`config.mk`:
```
export PLATFORM = sky130hd
export DESIGN_NAME = ram_phase_controller_flat
export DESIGN_NICKNAME = d
export VERILOG_FILES = /design/src/rtl/ram_phase_controller_if.sv /design/src/rtl/ram_phase_controller.sv /design/src/flat_wrapper.sv
export SDC_FILE = /design/constraint.sdc
export NUM_CORES = 1
export LEC_CHECK = 0
export ABC_AREA = 1
export CAP_MARGIN = 20
export CELL_PAD_IN_SITES_DETAIL_PLACEMENT = 1
export CELL_PAD_IN_SITES_GLOBAL_PLACEMENT = 1
export CORE_UTILIZATION = 42
export DETAILED_ROUTE_END_ITERATION = 10
export DONT_BUFFER_PORTS = 1
export MAX_ROUTING_LAYER = met4
export PLACE_DENSITY_LB_ADDON = 0.1
export SLEW_MARGIN = 15
export SYNTH_ARGS = -nofsm -noshare
export SYNTH_HDL_FRONTEND = slang
export SYNTH_SLANG_ARGS = --single-unit
```
`constraint.sdc`:
```
create_clock -name MAIN_CLOCK -period 1.8 [get_ports MAIN_CLOCK]
set_input_delay 0.54 -clock MAIN_CLOCK [delete_from_list [all_inputs] [get_ports MAIN_CLOCK]]
set_output_delay 0.54 -clock MAIN_CLOCK [all_outputs]
set_load 0.05 [all_outputs]
```
`src/rtl/ram_phase_controller_if.sv`:
```
// ram_phase_controller_if: bundles the RX, processor, TX and RAM-port signals
// of the RAM phase controller. master = the controller, slave = its surroundings
// (UART receiver/transmitter, processor, single-port RAM).
// Ports: RX_VALID/RX_DATA, PROC_*, TX_DONE, RAM_RDATA into the controller;
//        RAM_ADDRESS/RAM_WDATA/RAM_WE, TX_DATA/TX_START, status pulses, PHASE out.
interface ram_phase_controller_if #(
  parameter int ADDR_WIDTH = 16,
  parameter int DATA_WIDTH = 8
);
  logic                  RX_VALID;
  logic [DATA_WIDTH-1:0] RX_DATA;
  logic [ADDR_WIDTH-1:0] PROC_ADDR;
  logic [DATA_WIDTH-1:0] PROC_WDATA;
  logic                  PROC_WE;
  logic                  PROC_DONE;
  logic                  TX_DONE;
  logic [DATA_WIDTH-1:0] RAM_RDATA;
  logic [ADDR_WIDTH-1:0] RAM_ADDRESS;
  logic [DATA_WIDTH-1:0] RAM_WDATA;
  logic                  RAM_WE;
  logic [DATA_WIDTH-1:0] TX_DATA;
  logic                  TX_START;
  logic                  START_PROCESSING;
  logic                  DATA_RECEIPTION_COMPLETE_FLAG;
  logic                  UNLOAD_COMPLETE;
  logic [1:0]            PHASE;
  logic                  RX_OVERRUN;

  modport master (
    input  RX_VALID, RX_DATA, PROC_ADDR, PROC_WDATA, PROC_WE, PROC_DONE,
           TX_DONE, RAM_RDATA,
    output RAM_ADDRESS, RAM_WDATA, RAM_WE, TX_DATA, TX_START, START_PROCESSING,
           DATA_RECEIPTION_COMPLETE_FLAG, UNLOAD_COMPLETE, PHASE, RX_OVERRUN
  );

  modport slave (
    output RX_VALID, RX_DATA, PROC_ADDR, PROC_WDATA, PROC_WE, PROC_DONE,
           TX_DONE, RAM_RDATA,
    input  RAM_ADDRESS, RAM_WDATA, RAM_WE, TX_DATA, TX_START, START_PROCESSING,
           DATA_RECEIPTION_COMPLETE_FLAG, UNLOAD_COMPLETE, PHASE, RX_OVERRUN
  );
endinterface

```
`src/rtl/ram_phase_controller.sv`:
```
// ram_phase_controller: owns the single RAM port in turn LOAD (UART RX) -> RUN
// (processor) -> UNLOAD (UART TX). Latency: LOAD write same edge as RX_VALID;
// TX_START 3 cycles after PROC_DONE / TX_DONE. Backpressure: none on RX (bytes
// arriving outside LOAD are dropped and flagged sticky in RX_OVERRUN); unload
// paces itself on TX_DONE.
// Ports: MAIN_CLOCK, RESET_N (synchronous, active low), bus (master modport).
module ram_phase_controller #(
  parameter int                    ADDR_WIDTH = 16,
  parameter int                    DATA_WIDTH = 8,
  parameter logic [ADDR_WIDTH-1:0] LAST_ADDR  = ADDR_WIDTH'(10)
) (
  input  logic                  MAIN_CLOCK,
  input  logic                  RESET_N,
  ram_phase_controller_if.master bus
);

  typedef enum logic [2:0] {
    ST_LOAD,
    ST_RUN,
    ST_FETCH,
    ST_SEND,
    ST_WAIT_TX
  } state_t;

  state_t                state;
  logic [ADDR_WIDTH-1:0] cnt;
  logic [DATA_WIDTH-1:0] tx_data_q;
  logic                  tx_start_q;
  logic                  start_proc_q;
  logic                  rx_complete_q;
  logic                  unload_complete_q;
  logic                  rx_overrun_q;

  always_ff @(posedge MAIN_CLOCK) begin
    if (!RESET_N) begin
      state             <= ST_LOAD;
      cnt               <= '0;
      tx_data_q         <= '0;
      tx_start_q        <= 1'b0;
      start_proc_q      <= 1'b0;
      rx_complete_q     <= 1'b0;
      unload_complete_q <= 1'b0;
      rx_overrun_q      <= 1'b0;
    end else begin
      // All status outputs are single-cycle pulses.
      tx_start_q        <= 1'b0;
      start_proc_q      <= 1'b0;
      rx_complete_q     <= 1'b0;
      unload_complete_q <= 1'b0;

      // Only LOAD has anywhere to put a received byte.
      if (bus.RX_VALID && state != ST_LOAD) begin
        rx_overrun_q <= 1'b1;
      end

      case (state)
        ST_LOAD: begin
          if (bus.RX_VALID) begin
            if (cnt == LAST_ADDR) begin
              cnt           <= '0;
              state         <= ST_RUN;
              start_proc_q  <= 1'b1;
              rx_complete_q <= 1'b1;
            end else begin
              cnt <= cnt + ADDR_WIDTH'(1);
            end
          end
        end

        ST_RUN: begin
          if (bus.PROC_DONE) begin
            cnt   <= '0;
            state <= ST_FETCH;
          end
        end

        // Address is presented here; RAM_RDATA is valid during SEND.
        ST_FETCH: state <= ST_SEND;

        ST_SEND: begin
          tx_data_q  <= bus.RAM_RDATA;
          tx_start_q <= 1'b1;
          state      <= ST_WAIT_TX;
        end

        ST_WAIT_TX: begin
          if (bus.TX_DONE) begin
            if (cnt == LAST_ADDR) begin
              cnt               <= '0;
              unload_complete_q <= 1'b1;
              state             <= ST_LOAD;
            end else begin
              cnt   <= cnt + ADDR_WIDTH'(1);
              state <= ST_FETCH;
            end
          end
        end

        default: begin
          state <= ST_LOAD;
          cnt   <= '0;
        end
      endcase
    end
  end

  // RAM port mux. Write enables are gated by RESET_N so a byte or processor
  // write presented while reset is held never reaches the RAM.
  always_comb begin
    bus.RAM_ADDRESS = cnt;
    bus.RAM_WDATA   = '0;
    bus.RAM_WE      = 1'b0;
    case (state)
      ST_LOAD: begin
        bus.RAM_WDATA = bus.RX_DATA;
        bus.RAM_WE    = bus.RX_VALID & RESET_N;
      end
      ST_RUN: begin
        bus.RAM_ADDRESS = bus.PROC_ADDR;
        bus.RAM_WDATA   = bus.PROC_WDATA;
        bus.RAM_WE      = bus.PROC_WE & RESET_N;
      end
      default: begin
      end
    endcase
  end

  always_comb begin
    case (state)
      ST_LOAD: bus.PHASE = 2'd0;
      ST_RUN:  bus.PHASE = 2'd1;
      default: bus.PHASE = 2'd2;
    endcase
  end

  assign bus.TX_DATA                       = tx_data_q;
  assign bus.TX_START                      = tx_start_q;
  assign bus.START_PROCESSING              = start_proc_q;
  assign bus.DATA_RECEIPTION_COMPLETE_FLAG = rx_complete_q;
  assign bus.UNLOAD_COMPLETE               = unload_complete_q;
  assign bus.RX_OVERRUN                    = rx_overrun_q;

endmodule

```
`src/flat_wrapper.sv`:
```
// flat-port wrapper written by rule: the top's interface ports become plain ports
module ram_phase_controller_flat 
#(
  parameter int                    ADDR_WIDTH = 16,
  parameter int                    DATA_WIDTH = 8,
  parameter logic [ADDR_WIDTH-1:0] LAST_ADDR  = ADDR_WIDTH'(10)
)
  (MAIN_CLOCK, RESET_N, bus_RX_VALID, bus_RX_DATA, bus_PROC_ADDR, bus_PROC_WDATA, bus_PROC_WE, bus_PROC_DONE, bus_TX_DONE, bus_RAM_RDATA, bus_RAM_ADDRESS, bus_RAM_WDATA, bus_RAM_WE, bus_TX_DATA, bus_TX_START, bus_START_PROCESSING, bus_DATA_RECEIPTION_COMPLETE_FLAG, bus_UNLOAD_COMPLETE, bus_PHASE, bus_RX_OVERRUN);
  ram_phase_controller_if #(.ADDR_WIDTH(ADDR_WIDTH), .DATA_WIDTH(DATA_WIDTH)) bus_i ();
  input  logic MAIN_CLOCK;
  input  logic RESET_N;
  input wire logic [$bits(bus_i.RX_VALID)-1:0] bus_RX_VALID;
  input wire logic [$bits(bus_i.RX_DATA)-1:0] bus_RX_DATA;
  input wire logic [$bits(bus_i.PROC_ADDR)-1:0] bus_PROC_ADDR;
  input wire logic [$bits(bus_i.PROC_WDATA)-1:0] bus_PROC_WDATA;
  input wire logic [$bits(bus_i.PROC_WE)-1:0] bus_PROC_WE;
  input wire logic [$bits(bus_i.PROC_DONE)-1:0] bus_PROC_DONE;
  input wire logic [$bits(bus_i.TX_DONE)-1:0] bus_TX_DONE;
  input wire logic [$bits(bus_i.RAM_RDATA)-1:0] bus_RAM_RDATA;
  output wire logic [$bits(bus_i.RAM_ADDRESS)-1:0] bus_RAM_ADDRESS;
  output wire logic [$bits(bus_i.RAM_WDATA)-1:0] bus_RAM_WDATA;
  output wire logic [$bits(bus_i.RAM_WE)-1:0] bus_RAM_WE;
  output wire logic [$bits(bus_i.TX_DATA)-1:0] bus_TX_DATA;
  output wire logic [$bits(bus_i.TX_START)-1:0] bus_TX_START;
  output wire logic [$bits(bus_i.START_PROCESSING)-1:0] bus_START_PROCESSING;
  output wire logic [$bits(bus_i.DATA_RECEIPTION_COMPLETE_FLAG)-1:0] bus_DATA_RECEIPTION_COMPLETE_FLAG;
  output wire logic [$bits(bus_i.UNLOAD_COMPLETE)-1:0] bus_UNLOAD_COMPLETE;
  output wire logic [$bits(bus_i.PHASE)-1:0] bus_PHASE;
  output wire logic [$bits(bus_i.RX_OVERRUN)-1:0] bus_RX_OVERRUN;
  assign bus_i.RX_VALID = bus_RX_VALID;
  assign bus_i.RX_DATA = bus_RX_DATA;
  assign bus_i.PROC_ADDR = bus_PROC_ADDR;
  assign bus_i.PROC_WDATA = bus_PROC_WDATA;
  assign bus_i.PROC_WE = bus_PROC_WE;
  assign bus_i.PROC_DONE = bus_PROC_DONE;
  assign bus_i.TX_DONE = bus_TX_DONE;
  assign bus_i.RAM_RDATA = bus_RAM_RDATA;
  assign bus_RAM_ADDRESS = bus_i.RAM_ADDRESS;
  assign bus_RAM_WDATA = bus_i.RAM_WDATA;
  assign bus_RAM_WE = bus_i.RAM_WE;
  assign bus_TX_DATA = bus_i.TX_DATA;
  assign bus_TX_START = bus_i.TX_START;
  assign bus_START_PROCESSING = bus_i.START_PROCESSING;
  assign bus_DATA_RECEIPTION_COMPLETE_FLAG = bus_i.DATA_RECEIPTION_COMPLETE_FLAG;
  assign bus_UNLOAD_COMPLETE = bus_i.UNLOAD_COMPLETE;
  assign bus_PHASE = bus_i.PHASE;
  assign bus_RX_OVERRUN = bus_i.RX_OVERRUN;
  ram_phase_controller #(.ADDR_WIDTH(ADDR_WIDTH), .DATA_WIDTH(DATA_WIDTH), .LAST_ADDR(LAST_ADDR)) u_core (.MAIN_CLOCK(MAIN_CLOCK), .RESET_N(RESET_N), .bus(bus_i));
endmodule
```
[Word-level counts from Yosys, hierarchy flattened]
Cells that the tools add are included.
Word-level totals
  register bits: 31
  input port bits: 46
  output and inout bits: 40
  logic and storage cells: 45
Cells by class
  add/subtract/negate cells: 1
  equality and inequality tests: 9
  muxes and demuxes: 17
  bitwise logic cells: 3
  reductions and logical operators: 8
Operators by type and width (number)
  16-bit two-way mux: 5
  16-bit one-hot mux with 4 select lines: 1
  16-bit by 1-bit adder with 16-bit output (second input constant): 1
  16-bit by 4-bit == test with 1-bit output (second input constant): 1
  8-bit one-hot mux with 2 select lines: 1
  3-bit one-hot mux with 5 select lines: 1
  3-bit two-way mux: 4
  4-bit AND reduction: 2
  3-bit by 2-bit == test with 1-bit output (second input constant): 2
  2-bit inequality test (second input constant): 3
  3-bit AND reduction: 2
  2-bit one-hot mux with 2 select lines: 1
  3-bit by 1-bit == test with 1-bit output (second input constant): 1
  3-bit == test (second input constant): 1
  3-bit zero test: 1
  3-bit nonzero test: 1
  1-bit AND: 2
  1-bit two-way mux: 2
  2-bit two-way mux: 1
  2-bit by 1-bit inequality test with 1-bit output (second input constant): 1
  1-bit one-hot mux with 2 select lines: 1
  2-bit OR reduction: 1
  1-bit logical AND: 1
  1-bit NOT: 1

[Longest topological paths before layout]
Gate-level depths: netlist of run 1.
  depth after elaboration: 4
  gate-level depth with buffers: 9
  gate-level depth less buffers: 9

[Least setup slack after synthesis of run 1]
No wires, ideal clock.
  kind: reg2out
  from: register u_core.state[1]
  to: output port bus_RAM_ADDRESS[10]
  data arrival time: 2112 ps
  data required time: 1260 ps
  path slack: -852 ps
  cell stages (with the launch flop): 7
  cell sequence: dfxtp_1 -> inv_1 -> nand2_1 -> inv_2 -> buf_6 -> buf_6 -> o21ai_0
On the way
  longest elaborated chain between the ends: 2
Ends and longest elaborated chain
  start: declaration: RTL line ram_phase_controller.sv:25  | state_t state;
  start signal: assignment: RTL line ram_phase_controller.sv:36  | state <= ST_LOAD;
  start signal: assignment: RTL line ram_phase_controller.sv:61  | state <= ST_RUN;
  start signal: assignment: RTL line ram_phase_controller.sv:73  | state <= ST_FETCH;
  3-bit by 1-bit == test with 1-bit output: RTL line ram_phase_controller.sv:113  | case (state)
  16-bit two-way mux: RTL line ram_phase_controller.sv:113
  end: declaration: RTL line flat_wrapper.sv:20  | output wire logic [$bits(bus_i.RAM_ADDRESS)-1:0] bus_RAM_ADDRESS;
No other way between the ends.

[Worst setup path after layout of run 1]
  from: register u_core.state[0]
  to: output port bus_RAM_ADDRESS[11]
Same word-level chain as after synthesis.

==> results.sh, run 1 <==
export IMPL_outcome="complete, but fails checks"
export IMPL_violations="negative setup slack"
export IMPL_drive_gt1_share_pct=35.40
export IMPL_diodes=0
export IMPL_worst_pin_slew_ps=559.4
export IMPL_setup_slack_ps=-326.9
export IMPL_final_common_cell="nand2_1"
export IMPL_min_period_over_period_pct=118.2
export IMPL_postLayoutCellArea_um2=3034
export IMPL_clkTransAtPathRegs_ps=80
export IMPL_synth_area_leader_cell="dfxtp_1"
export IMPL_holdPathEnd="u_core.cnt[5]"
export IMPL_endpoint_kind="output port"
export IMPL_p_per_area_nw_per_um2=577.8
export IMPL_grt_ovfl_total=0
export IMPL_critPathKind="reg -> out"
export IMPL_dr_pass1_iters=5
export IMPL_grt_start_max_net_pins=21
export IMPL_ant_nets=0
export IMPL_critical_path_cell_count=8
export IMPL_die_area_um2=4820
export IMPL_finalSetupTns_ps=-7498
export IMPL_tritoncts="done"
export IMPL_fmax_ghz=0.4702
export IMPL_portBuffers=0
export IMPL_ir_worst_vdd_mv=0.5976
export IMPL_path_buf_inv=4
export IMPL_cts_sinks=31
export IMPL_fill_cells=488
export IMPL_yosysSeqAreaShare_pct=32.50
export IMPL_crit_arrival_ps=1590
export IMPL_finalNetCount=386
export IMPL_avgRoutedWirePerCell_um=26.42
export IMPL_rr_startpoint="u_core.cnt[1]"
export IMPL_drc_errors=0
export IMPL_synthesis_area_um2=1909
export IMPL_swShare_pct=24.41
export IMPL_clock_tree_buffer_depth=2
export IMPL_synth_nets=342
export IMPL_place_hpwl_um=4657
export IMPL_layout_min_cycle_time_ps=2127
export IMPL_wl_um=10330
export IMPL_die_h_um=69.43
export IMPL_p_leak_nw=1.230
export IMPL_p_clk_share_pct=48.6
export IMPL_p_sw_mw=0.4279
export IMPL_yosysWarnings=0
export IMPL_p_seq_share_pct=39.8
export IMPL_synthTopCellsByArea="dfxtp_1 (33%), nand2_1 (14%), nor2_1 (9.8%), o21ai_0 (6.8%), inv_1 (5.1%)"
export IMPL_syn_instance_count=294
export IMPL_internal_power_mw=1.325
export IMPL_gp_congestion=0.8198
export IMPL_max_cap_violations=0
export IMPL_crit_fanout=10
export IMPL_critPathSlowestCell="dfxtp_2"
export IMPL_reg2reg_depth=9
export IMPL_die_w_um=69.43
export IMPL_placed_area_um2=2572
export IMPL_worstPathCellList="inv_2, nor2_4, nand2_4, clkinv_8, buf_12, nand2_2, o21ai_4, buf_12"
export IMPL_numCtsBuffers=5
export IMPL_r2r_slack_ps=-180
export IMPL_htree_num_levels=2
export IMPL_crit_top_cell="buf_12"
export IMPL_syn2layout_area_growth_pct=58.91
export IMPL_setup_viol=35
export IMPL_critPathLaunchType="flop"
export IMPL_synth_top_cell_area_share_pct=32.50
export IMPL_core_um2=4354
export IMPL_grt_pass1_vias=2210
export IMPL_start_util_pct=43.85
export IMPL_min_from="RESET_N"
export IMPL_ys_ff_latch=31
export IMPL_num_vias=2469
export IMPL_crit_family="buffers and inverters"
export IMPL_antenna_found_initial=0
export IMPL_rows=24
export IMPL_cts_root_buffer="clkbuf_8"
export IMPL_drtIter0Drc=123
export IMPL_slew_headroom_pct=62.65
export IMPL_hold_viol=0
export IMPL_hold_depth=2
export IMPL_fin_skew_ps=10.18
export IMPL_combPwrFrac_pct=11.7
export IMPL_grt_pass1_wl_um=11320
export IMPL_slowest_delay_ps=360
export IMPL_place_worst_setup_slack_ps=-16.84
export IMPL_ioPinCount=86
export IMPL_min_path_type="in -> reg"
export IMPL_yosysUniqueCellTypes=26
export IMPL_clk_insertion_delay_late_ps=300
export IMPL_critical_path_required_ps=1260
export IMPL_grt_total_usage_pct=30.99
export IMPL_drt_vias_per_instance=6.315
export IMPL_slew_violations=0
export IMPL_syn_area_per_cell_um2=6.494
export IMPL_rr_endpoint="u_core.cnt[10]"
export IMPL_rsz0062_at_grt="true"
export IMPL_most_common_layout_cells="nand2_1 (53), nor2_1 (49), dfxtp_1 (27)"
worst register-to-register path, cell delays in order, from the launching register on:
cell and delay [ps]:
dfxtp_2 410, ha_1 220, nand2_1 120, nor2_1 260
inv_1 120, nor2_1 190, nand2_1 130, o21ai_1 200
inv_1 90, nor2_1 160
cell usage after synthesis (all sizes together):
| master | number |
|---|---|
| nand3 | 19 |
| a21oi | 16 |
| ha | 2 |
| nand4 | 7 |
| nor3 | 5 |
| nor2 | 56 |
| nor4 | 1 |
| nand2 | 78 |
| clkinv | 1 |
| o21ai | 29 |
| inv | 32 |
| clkbuf | 2 |
| dfxtp | 31 |
| a22o | 8 |
| buf | 7 |
sequential cells by signal (all words and copies together) (netlist names):
name                         count
u_core.bus.RX_OVERRUN            1
u_core.bus.UNLOAD_COMPLETE       1
u_core.cnt                      16
u_core.bus.START_PROCESSING      1
u_core.bus.TX_DATA               8
u_core.bus.TX_START              1
u_core.state                     3
stage by stage:
| stage | hold slack (ps) | power [mW] | utilization [%] | cells |
|---|---|---|---|---|
| finish | 379.1 | 1.753 | 69.68 | 391 |
| global route | 389.3 | 1.778 | 69.68 | 391 |
| CTS | 378.5 | 1.726 | 65.32 | 386 |
| detailed placement | 515.6 | 0.8948 | 59.08 | 372 |
| global placement | 478.7 | 0.8901 | 59.08 | 372 |
| floorplan | 466.4 | 0.8267 | - | 294 |
repair_timing:
| action | CTS | global route |
|---|---|---|
| pin swaps | 5 | 8 |
| hold buffers | 0 | 0 |
| setup buffers | 4 | 3 |
| endpoints found under the setup margin | 27 | 31 |
| gates resized for setup | 19 | 29 |
| gates cloned | 2 | 2 |
worst max-delay path by stage:
| stage | from | to | slack, ps |
|---|---|---|---|
| 2_1_floorplan | u_core.state[0] | bus_RAM_ADDRESS[0] | -2 |
| 6_report | u_core.state[0] | bus_RAM_ADDRESS[11] | -330 |
| 5_1_grt | u_core.state[0] | bus_RAM_ADDRESS[11] | -320 |
| 4_1_cts | u_core.state[0] | bus_RAM_WDATA[5] | -200 |
| 3_3_place_gp | u_core.state[0] | bus_RAM_ADDRESS[9] | 40 |
| 3_5_place_dp | u_core.state[0] | bus_RAM_ADDRESS[11] | -20 |
cells by family (layout without fill, tap and decap cells):
group           count (synthesis)  count (layout)  share of synthesized area [%]
fa+ha+maj                       2               2                          1.310
buf+inv                        42              87                          10.16
simple gates                  166             166                          40.56
compound gates                 53              53                          15.47
flops                          31              31                          32.50
final cells by class:
type / instances / area [um2] / area share [%]
clock inverters: 2 / 60.06 / 1.979
inverters: 33 / 142.6 / 4.701
well taps: 52 / 65.06 / 2.144
repair buffers: 46 / 705.7 / 23.26
clock buffers: 6 / 72.57 / 2.392
flip-flops and latches: 31 / 625.6 / 20.62
multi-input cells: 221 / 1363 / 44.91
routing by layer:
layer  track usage, %  vias to the layer above  share of wire (%)
met5                -                        -                  0
met4            10.20                        0                4.4
met3            4.942                       39                6.3
met2            53.51                      151                 52
met1            36.65                     1239                 37
li1                 -                     1040                  -
power by group through the flow:
stage / registers, mW / logic, mW / clock network, mW
finish: 0.697 / 0.204 / 0.852
global route: 0.697 / 0.210 / 0.870
global placement: 0.710 / 0.180 / 0
floorplan: 0.709 / 0.117 / 0
CTS: 0.695 / 0.186 / 0.845
detailed placement: 0.711 / 0.184 / 0
(Power assumes the default switching activity.)
==> run 2, diff against run 1 <==
--- a/config.mk
+++ b/config.mk
@@ -13,7 +13,7 @@
 export DETAILED_ROUTE_END_ITERATION = 10
 export DONT_BUFFER_PORTS = 1
 export MAX_ROUTING_LAYER = met4
-export PLACE_DENSITY_LB_ADDON = 0.1
+export PLACE_DENSITY = 0.82
 export SLEW_MARGIN = 15
 export SYNTH_ARGS = -nofsm -noshare
 export SYNTH_HDL_FRONTEND = slang
==> run 2 against run 1 <==
Compared with the run above: the flow still finishes with violations (negative setup slack); hold slack gained 0.68 ps; sequential share of layout area grew 0.41 points; count of clock-buffer cells in the layout is the same; critical path depth shrank 1; flip-flop and latch count is the same; largest cell class unchanged; maximum frequency grew 3.3%; via count shrank 8.7%; global-route usage grew 4.1 points.
==> results.sh, run 2 (synthesized netlist as in run 1, its figures left out) <==
export IMPL_outcome="complete, but fails checks"
export IMPL_antenna_found_initial=0
export IMPL_gp_congestion=0.9203
export IMPL_combPwrFrac_pct=12.3
export IMPL_grt_total_usage_pct=35.09
export IMPL_rsz0062_at_grt="true"
export IMPL_endpoint_kind="output port"
export IMPL_clk_insertion_delay_late_ps=300
export IMPL_internal_power_mw=1.218
export IMPL_ant_nets=0
export IMPL_ir_worst_vdd_mv=0.5590
export IMPL_place_hpwl_um=4640
export IMPL_clock_tree_buffer_depth=2
export IMPL_rr_startpoint="u_core.state[0]"
export IMPL_top_register="u_core.cnt"
export IMPL_min_from="bus_RAM_RDATA[0]"
export IMPL_grt_ovfl_total=0
export IMPL_cts_hold_buf=0
export IMPL_tritoncts="done"
export IMPL_fin_skew_ps=5.003
export IMPL_slew_headroom_pct=65.15
export IMPL_placed_area_um2=2522
export IMPL_instances_no_fill=387
export IMPL_place_worst_setup_slack_ps=-74.85
export IMPL_die_h_um=69.43
export IMPL_critPathLaunch="u_core.state[0]"
export IMPL_postLayoutCellArea_um2=2999
export IMPL_min_period_over_period_pct=114.4
export IMPL_critPathSlowestCell="o21ai_4"
export IMPL_most_common_layout_cells="nand2_1 (55), nor2_1 (48), dfxtp_1 (27)"
export IMPL_slowest_delay_ps=340
export IMPL_reg2reg_depth=10
export IMPL_total_power_mw=1.622
export IMPL_start_util_pct=43.85
export IMPL_swShare_pct=24.94
export IMPL_min_path_type="in -> reg"
export IMPL_setup_slack_ps=-258.6
export IMPL_whs_ps=379.8
export IMPL_syn2layout_area_growth_pct=57.08
export IMPL_r2r_slack_ps=80
export IMPL_p_seq_share_pct=42.7
export IMPL_p_per_area_nw_per_um2=541.0
export IMPL_p_leak_nw=1.187
export IMPL_drc_errors=0
export IMPL_dr_pass1_iters=4
export IMPL_setup_viol=27
export IMPL_grt_pass1_wl_um=12510
export IMPL_wl_um=8550
export IMPL_avgRoutedWirePerCell_um=22.09
export IMPL_grt_pass1_vias=2461
export IMPL_drtIter0Drc=98
export IMPL_num_vias=2255
export IMPL_die_w_um=69.43
export IMPL_die_area_um2=4820
export IMPL_critPathLaunchType="flop"
export IMPL_cts_sinks=31
export IMPL_core_um2=4354
export IMPL_p_clk_share_pct=45.0
export IMPL_fmax_ghz=0.4858
export IMPL_drt_vias_per_instance=5.827
export IMPL_htree_num_levels=2
export IMPL_crit_arrival_ps=1520
export IMPL_numCtsBuffers=5
export IMPL_crit_fanout=5
export IMPL_violations="negative setup slack"
export IMPL_final_common_cell="nand2_1"
export IMPL_ioPinCount=86
export IMPL_worst_pin_slew_ps=522.1
export IMPL_cts_root_buffer="clkbuf_8"
export IMPL_hold_viol=0
export IMPL_largest_register_ffs=16
export IMPL_portBuffers=0
export IMPL_diodes=0
export IMPL_critical_path_required_ps=1260
export IMPL_rows=24
export IMPL_grt_start_max_net_pins=17
export IMPL_clkTransAtPathRegs_ps=60
export IMPL_max_cap_violations=0
export IMPL_finalNetCount=382
export IMPL_critPathKind="reg -> out"
export IMPL_layout_min_cycle_time_ps=2059
export IMPL_worstPathCellList="inv_2, nor2_4, nand2_4, inv_8, buf_12, buf_16, o21ai_4"
export IMPL_post_place_cells=367
export IMPL_drive_gt1_share_pct=35.52
export IMPL_critPathCapture="bus_RAM_ADDRESS[14]"
export IMPL_p_sw_mw=0.4047
export IMPL_slew_violations=0
export IMPL_rr_endpoint="u_core.cnt[13]"
==> run 2: cell types whose count changed in the layout (fill, tap and decap cells not counted), sizes merged <==
| cell | delta |
|---|---|
| clkinvlp | -1 |
| inv | +1 |
| clkinv | +1 |
| bufinv | -1 |
| buf | -4 |
==> run 2: layer usage <==
metal | GRT usage, % | wire length, um | part of all wire, % | up-vias
met1 | 35.12 | 3185 | 37 | 1111
met5 | - | 0 | 0 | -
met2 | 62.57 | 4619 | 54 | 82
li1 | - | - | - | 1035
met4 | 20.41 | 338 | 4.0 | 0
met3 | 7.413 | 406 | 4.7 | 27
==> run 2: area by class of cell <==
type | instances | area [um2]
clock buffers | 6 | 82.58
repair buffers | 42 | 684.4
fillers | 500 | 1355
flip-flops and latches | 31 | 630.6
multi-input cells | 221 | 1368
inverters | 33 | 133.9
clock inverters | 2 | 35.03
well taps | 52 | 65.06
==> run 2: power groups by stage <==
| stage | sequential (mW) | clock (mW) | combinational (mW) |
|---|---|---|---|
| after global routing | 0.693 | 0.777 | 0.207 |
| after floorplan | 0.709 | 0 | 0.117 |
| after CTS | 0.692 | 0.737 | 0.186 |
| after global placement | 0.710 | 0 | 0.179 |
| after detailed placement | 0.710 | 0 | 0.182 |
| final | 0.693 | 0.730 | 0.199 |
==> run 2: critical path: cells and delay by family, from the launching register on <==
kind                   cells  cell delay, ps
and+or+nand+nor            2             150
buffers and inverters      4             400
AOI/OAI and AO/OA          1             340
DFF                        1             320
==> run 2: how the worst min path moves through the flow <==
stage | endpoint | cells past startpoint | slack (ps)
5_1_grt | u_core.bus.TX_DATA[3] | 2 | 370
4_1_cts | u_core.cnt[8] | 2 | 380
2_1_floorplan | u_core.cnt[15] | 2 | 470
3_5_place_dp | u_core.cnt[3] | 2 | 500
6_report | u_core.bus.TX_DATA[0] | 2 | 380
3_3_place_gp | u_core.cnt[3] | 2 | 480
==> run 2: what timing repair did <==
item / in CTS / in global routing
cloned: 3 / 1
setup buffers: 7 / 2
endpoints found under the setup margin: 27 / 37
pin swaps: 7 / 9
gates resized for setup: 30 / 18
==> run 2: per-stage QoR <==
step	setup TNS (ps)	utilization, %
floorplan	-13.96	-
global placement	0	57.93
detailed placement	-642.0	57.93
CTS	-6219	66.75
global route	-7334	68.88
finish	-5834	68.88
